<file path="src/rtl/alu_arbiter.sv">
// alu_arbiter: two-port arbiter in front of a shared, external combinational ALU.
// A request is latched into registered ALU drive, the ALU result is captured one
// cycle later, and the result is then held for the owning requester until it
// consumes it.
// Optional feature macro: ALU_ARB_ILLEGAL_CHK_EN adds rsp0_err/rsp1_err and
// flags ALUFun codes outside the legal set (their result is forced to 0).
//
// Handshakes: a request transfers on a cycle where reqN_valid && reqN_ready;
// a response transfers on a cycle where rspN_valid && rspN_ready. valid may be
// dropped freely while ready is low, and only the owner's rspN_ready is honoured.
module alu_arbiter #(
    parameter int unsigned PRIO_INIT = 0
) (
    input  logic        clk,
    input  logic        reset,
    input  logic        req0_valid,
    output logic        req0_ready,
    input  logic [31:0] req0_a,
    input  logic [31:0] req0_b,
    input  logic [5:0]  req0_fun,
    input  logic        req0_sign,
    input  logic        req1_valid,
    output logic        req1_ready,
    input  logic [31:0] req1_a,
    input  logic [31:0] req1_b,
    input  logic [5:0]  req1_fun,
    input  logic        req1_sign,
    output logic        rsp0_valid,
    input  logic        rsp0_ready,
    output logic        rsp1_valid,
    input  logic        rsp1_ready,
`ifdef ALU_ARB_ILLEGAL_CHK_EN
    output logic        rsp0_err,
    output logic        rsp1_err,
`endif
    output logic [31:0] rsp_s,
    output logic [31:0] alu_a,
    output logic [31:0] alu_b,
    output logic [5:0]  alu_fun,
    output logic        alu_sign,
    input  logic [31:0] alu_s,
    output logic        busy,
    output logic [1:0]  state_dbg
);

    typedef enum logic [1:0] {
        IDLE = 2'd0,
        EXEC = 2'd1,
        RESP = 2'd2
    } state_t;

    // last_grant resets to the opposite of PRIO_INIT so PRIO_INIT wins first
    localparam logic LAST_GRANT_RST = ~PRIO_INIT[0];

    state_t      state_q;
    state_t      state_d;
    logic        last_grant_q;
    logic        owner_q;
    logic        sel;
    logic        accept;
    logic [31:0] result_q;
    logic        owner_ready;
    logic        illegal_q;

`ifdef ALU_ARB_ILLEGAL_CHK_EN
    function automatic logic fun_legal(input logic [5:0] f);
        case (f)
            6'b000000, 6'b000001, 6'b011000, 6'b011110,
            6'b010110, 6'b010001, 6'b011010, 6'b100000,
            6'b100001, 6'b100011, 6'b110011, 6'b110001,
            6'b110101, 6'b111101, 6'b111011, 6'b111111: fun_legal = 1'b1;
            default:                                     fun_legal = 1'b0;
        endcase
    endfunction
`endif

    // Requester selection: a lone valid requester wins, otherwise alternate
    always_comb begin
        sel = ~last_grant_q;
        if (req0_valid ^ req1_valid) begin
            sel = req1_valid;
        end
    end

    assign owner_ready = owner_q ? rsp1_ready : rsp0_ready;

    // Next-state and handshake outputs
    always_comb begin
        state_d    = state_q;
        req0_ready = 1'b0;
        req1_ready = 1'b0;
        rsp0_valid = 1'b0;
        rsp1_valid = 1'b0;
        accept     = 1'b0;
        case (state_q)
            IDLE: begin
                req0_ready = !reset && (sel == 1'b0);
                req1_ready = !reset && (sel == 1'b1);
                accept     = (req0_valid && req0_ready) || (req1_valid && req1_ready);
                if (accept) begin
                    state_d = EXEC;
                end
            end
            EXEC: begin
                state_d = RESP;
            end
            RESP: begin
                rsp0_valid = (owner_q == 1'b0);
                rsp1_valid = (owner_q == 1'b1);
                if (owner_ready) begin
                    state_d = IDLE;
                end
            end
            default: begin
                state_d = IDLE;
            end
        endcase
    end

    // State register
    always_ff @(posedge clk) begin
        if (reset) begin
            state_q <= IDLE;
        end else begin
            state_q <= state_d;
        end
    end

    // Operand latch on accept, result capture in EXEC
    always_ff @(posedge clk) begin
        if (reset) begin
            alu_a        <= '0;
            alu_b        <= '0;
            alu_fun      <= '0;
            alu_sign     <= 1'b0;
            result_q     <= '0;
            owner_q      <= 1'b0;
            last_grant_q <= LAST_GRANT_RST;
            illegal_q    <= 1'b0;
        end else begin
            if (accept) begin
                alu_a        <= sel ? req1_a    : req0_a;
                alu_b        <= sel ? req1_b    : req0_b;
                alu_fun      <= sel ? req1_fun  : req0_fun;
                alu_sign     <= sel ? req1_sign : req0_sign;
                owner_q      <= sel;
                last_grant_q <= sel;
`ifdef ALU_ARB_ILLEGAL_CHK_EN
                illegal_q    <= !fun_legal(sel ? req1_fun : req0_fun);
`else
                illegal_q    <= 1'b0;
`endif
            end
            if (state_q == EXEC) begin
                result_q <= illegal_q ? 32'd0 : alu_s;
            end
        end
    end

`ifdef ALU_ARB_ILLEGAL_CHK_EN
    assign rsp0_err = rsp0_valid && illegal_q;
    assign rsp1_err = rsp1_valid && illegal_q;
`endif

    assign rsp_s     = result_q;
    assign busy      = (state_q != IDLE);
    assign state_dbg = state_q;

endmodule

</file>
<file path="config.mk">
export PLATFORM = sky130hd
export DESIGN_NAME = alu_arbiter
export DESIGN_NICKNAME = d
export VERILOG_FILES = /design/src/rtl/alu_arbiter.sv
export SDC_FILE = /design/constraint.sdc
export NUM_CORES = 1
export LEC_CHECK = 0
export CAP_MARGIN = 20
export CORE_UTILIZATION = 36
export DETAILED_ROUTE_END_ITERATION = 6
export PLACE_DENSITY_LB_ADDON = 0.08
export SLEW_MARGIN = 10
export SYNTH_ARGS = -nofsm -noshare
export SYNTH_HDL_FRONTEND = slang
export SYNTH_SLANG_ARGS = --single-unit
</file>
<file path="constraint.sdc">
create_clock -name clk -period 1.35 [get_ports clk]
set_input_delay 0.27 -clock clk [delete_from_list [all_inputs] [get_ports clk]]
set_output_delay 0.27 -clock clk [all_outputs]
set_load 0.02 [all_outputs]
</file>
* After elaboration in Yosys (flattened, before gate mapping)
Cells that the tools add are included.
** Word-level totals
- Bits of input ports :: 180
- Register bits :: 107
** Cells by class
- Equality and inequality tests :: 4
- Bitwise operators :: 4
- Mux-type cells :: 14
- Reduce and logical (&&, ||, !) cells :: 9
** Operators by type and width (number)
- 2-to-1 mux 32 bit :: 2
- 2-to-1 mux 1 bit :: 8
- 2-to-1 mux 6 bit :: 1
- one-hot mux 2 bit (3 select lines) :: 1
- logical AND 1 bit :: 4
- 2-to-1 mux 2 bit :: 2
- inequality test 2 bit, second input constant :: 2
- NOT 1 bit :: 3
- equality test 2 x 1 -> 1 bit, second input constant :: 1
- equality test 2 bit, second input constant :: 1
- logical NOT 2 bit :: 1
- AND reduction 2 bit :: 1
- nonzero test 2 bit :: 1
- logical NOT 1 bit :: 1
- logical OR 1 bit :: 1
- bitwise XOR 1 bit :: 1

* Logic depth before layout (Yosys ltp)
- Depth in word-level cells :: 8
- Depth in mapped cells :: 6

* Least setup slack after synthesis
Ideal clock, no wire load.
- Path type :: input to output
- Start point :: input req1_valid
- End point :: output req1_ready
- Arrival :: 1.432 ns
- Path slack :: -0.352 ns
- Data required time :: 1.080 ns
- Cell stages on the path :: 5
- Cell sequence :: inv_2 maj3_1 buf_2 buf_4 nor3_1
** On the way
- Longest elaborated chain between the ends :: 4
** Ends and longest elaborated chain
- start: declaration :: line 22 : input logic req1_valid,
- bitwise XOR 1 bit :: line 80 : if (req0_valid ^ req1_valid) begin
- 2-to-1 mux 1 bit * :: line 80
- logical AND 1 bit * :: line 98 : req1_ready = !reset && (sel == 1'b1);
- 2-to-1 mux 1 bit * :: line 95 : case (state_q)
- end: declaration :: line 23 : output logic req1_ready,
Every way passes the cells marked *; elsewhere a longest branch is shown, timed or not.

* Worst setup path after layout
- Start point :: register state_q[1], in the netlist state_dbg[1]
- End point :: register alu_fun[1]
** On the way
- Longest elaborated chain between the ends :: 2
** Ends and longest elaborated chain
- start: declaration :: line 55 : state_t state_q;
- start signal: assignment :: line 125 : state_q <= state_d;
- logical NOT 2 bit :: line 95
- 2-to-1 mux 1 bit :: line 95
- end signal: assignment :: line 144 : alu_fun <= sel ? req1_fun : req0_fun;
- end: declaration :: line 39 : output logic [5:0] alu_fun,
Every way passes these cells.
A chain may end at the register's enable or synchronous reset.

==> impl_results.md <==
* Status: complete, but fails checks
* Failing checks: DRC, setup timing
* Worst path bufs/invs at 5
* Critical Path Max Stage Delay at 360 ps
* Core Area at 14700 um^2
* Syn nets at 771
* Drt pass-1 iters at 7
* Detail Placement HPWL at 13600 um
* Peak VDD IR at 0.000732 V
* Worst path most repeated cell: buf_12
* # port buffers at 289
* Yosys warns at 0
* Fin. max-slew vios at 0
* Leak pwr at 3.62 nW
* Overall global routing resource usage at 26.6%
* Final setup margin at -307 ps
* Sequential fraction of the synthesis area at 39.1%
* Nets at 1055
* GP Congestion at 0.787
* Post-synth EDFFs at 0
* Area occupied by registers at 2150 um^2
* Async SR Flop Fraction at 0%
* Top FF cell, synth: dfxtp_1
* Die Width at 125 um
* Initial Util at 37.3%
* Skew-Pair Late Insertion Delay at 360 ps
* Max cap viols at 0
* Worst R2R Setup Slack at -310 ps
* HP Start: alu_s[28]
* Largest net degree at the start of global routing at 75
* Flops & latches, synth at 107
* Max FO, Critical Path at 8
* Synth area leaders: dfxtp_1, o221ai_2, o2111ai_1, nand2_1, nand3_1
* Crit-path cells: buf_12, nor3_4, buf_6, buf_4, buf_12, clkbuf_16, nand3_2, o221ai_2
* Final hold vios at 0
* Inserted Clock Buffers at 9
* Crit path DAT at 1930 ps
* WL per Instance at 20.8 um
* Synth-to-Final Area Change at 76.2%
* WP data required at 1630 ps
* Hold_buf cts at 0
* CP delay by family, top: buffers and inverters
* Kind of critical path: reg -> reg
* WHS Endpoint: rsp_s[28]$_SDFFE_PP0N_
* Slew HR at 38.8%
* CP Launch Type: flip-flop
* Layout fillers at 1220
* Worst reg-to-reg path cell count at 8
* Setup TNS at -17160 ps
* Syn Area/Cell at 9.28 um^2
* # DRC at 19
* Hold Crit Class: in -> reg
* RR Endpoint: alu_fun[1]$_SDFFE_PP0P_
* Multi-input gate area at 3060 um^2
* Die height at 125 um
* RR Startpoint: state_dbg[1]$_SDFFE_PP0P_
* Most frequent cells in the layout: clkdlybuf4s50_1, nand2_1, dfxtp_1
* Synth Instances at 591
* Sink Count at 107
* Depth of the CTS H-tree at 3
* Die footprint at 15700 um^2
* TritonCTS clock tree: built
* I/O pin cnt at 290
* WL final at 22200 um
* Cell taking the most area after synthesis: dfxtp_1
* Post-synth cell types at 30
* Clock Root Buffer: clkbuf_16
* Setup violators final at 78
* Synthesized area at 5490 um^2
* First-pass GRT wire length at 33200 um
* Setup crit end kind: flip-flop
* Power density over the cells at 1050 nW/um^2
* Vias after detailed routing at 6178
* Clock skew at 7.63 ps
* Worst Tran Pin Value at 918 ps
* Stages on worst setup path at 8
* Fraction of layout cells with a size suffix above 1 at 23.6%
* Max Freq at 604 MHz
* Top-area cell type share of the netlist area at 39.1%
* Critical-path top delay cell: dfxtp_4
* Iteration-0 DRC Markers at 472
* Period utilization at 123%
* Final ANT Viol Nets at 0
* RSZ-0062 raised after global routing: yes
* Hold depth at 3
* Power, Total at 10.2 mW
* Clk pin slew, worst setup/hold paths at 80 ps
* Overflow after GRT at 0
* Final worst path period need at 1660 ps
* Initial antenna violation count at 1
* DR vias/cell at 5.80
* Most common cell after layout, fill and taps aside: clkdlybuf4s50_1
* Clock buffer depth at 2
* Pre-CTS setup slack at -967 ps
* Vias in the first global route at 6095
* FP Rows at 44
[cells in the mapped netlist (2+ instances only)]
master     number
a21oi_1        33
buf_12          8
buf_2          32
buf_4           2
clkbuf_1       38
dfxtp_1       107
inv_2           2
nand2_1       137
nand3_1        71
nor2_1          2
o2111ai_1      71
o221ai_1        2
o221ai_2       69
[kinds of logic after synthesis]
logic type,after synthesis,synth area share [%]
AND/OR/NAND/NOR,221,17.6
AO/OA/AOI/OAI,177,33.9
flip-flops,107,39.1
buffers and inverters,84,9.12
multiplexers,1,0.182
adder cells (fa/ha/maj),1,0.182
[sequential cells by signal, summed over array words and instances, names as in the netlist]
name	cells
alu_a	32
alu_b	32
rsp_s	32
alu_fun	6
state_dbg	2
alu_sign	1
last_grant_q	1
owner_q	1
[worst max path at each step]
stage | from | to | slack, ps
after global routing | state_dbg[1]$_SDFFE_PP0P_ | alu_a[22]$_SDFFE_PP0P_ | -350
after global placement | req1_valid | req1_ready | -950
after detailed placement | req1_valid | req1_ready | -970
final | state_dbg[1]$_SDFFE_PP0P_ | alu_fun[1]$_SDFFE_PP0P_ | -310
after floorplan | last_grant_q$_SDFFE_PP1P_ | req1_ready | -70
after CTS | last_grant_q$_SDFFE_PP1P_ | req0_ready | -280
[metal layers]
metal	track usage, %	share of wire, %	wire (um)	up-vias
met5	0	0	0	-
met4	10.8	3.5	767	0
met3	7.10	7.8	1720	50
met2	44.1	49	10900	278
met1	32.6	40	8790	3009
li1	-	-	-	2841
[worst min-delay path, stage by stage]
cell             delay [ps]
clkdlybuf4s50_1         400
nand2_1                  50
a21oi_1                  50
[report_power, final]
| part | switching [mW] | internal, mW |
|---|---|---|
| Sequential | 0.185 | 3.50 |
| Clock | 1.35 | 1.49 |
| Combinational | 1.87 | 1.79 |
[timing repair]
| action | 4_1_cts | 5_1_grt |
|---|---|---|
| setup buffers | 11 | 5 |
| endpoints found under the setup margin | 184 | 124 |
| pin swaps | 3 | 26 |
| gates cloned | 10 | 9 |
| resized for setup | 180 | 77 |
[layout make-up]
type,instances,share of cell area [%]
diodes,1,0.0259
clock buffers,9,2.33
repair buffers,354,40.2
multi-input cells,400,31.7
inverters,3,0.220
flip-flops and latches,107,22.3
well taps,184,2.38
clock inverters,7,0.893
[stage by stage]
stage,instances,util [%],cell area (um^2),hold WS (ps)
CTS,1053,62.9,9250,446
finish,1065,65.8,9670,456
floorplan,591,-,5550,403
global route,1065,65.8,9670,467
global placement,1016,58.2,8550,441
detailed placement,1016,58.2,8550,448
Power figures use the tool's default switching activity.
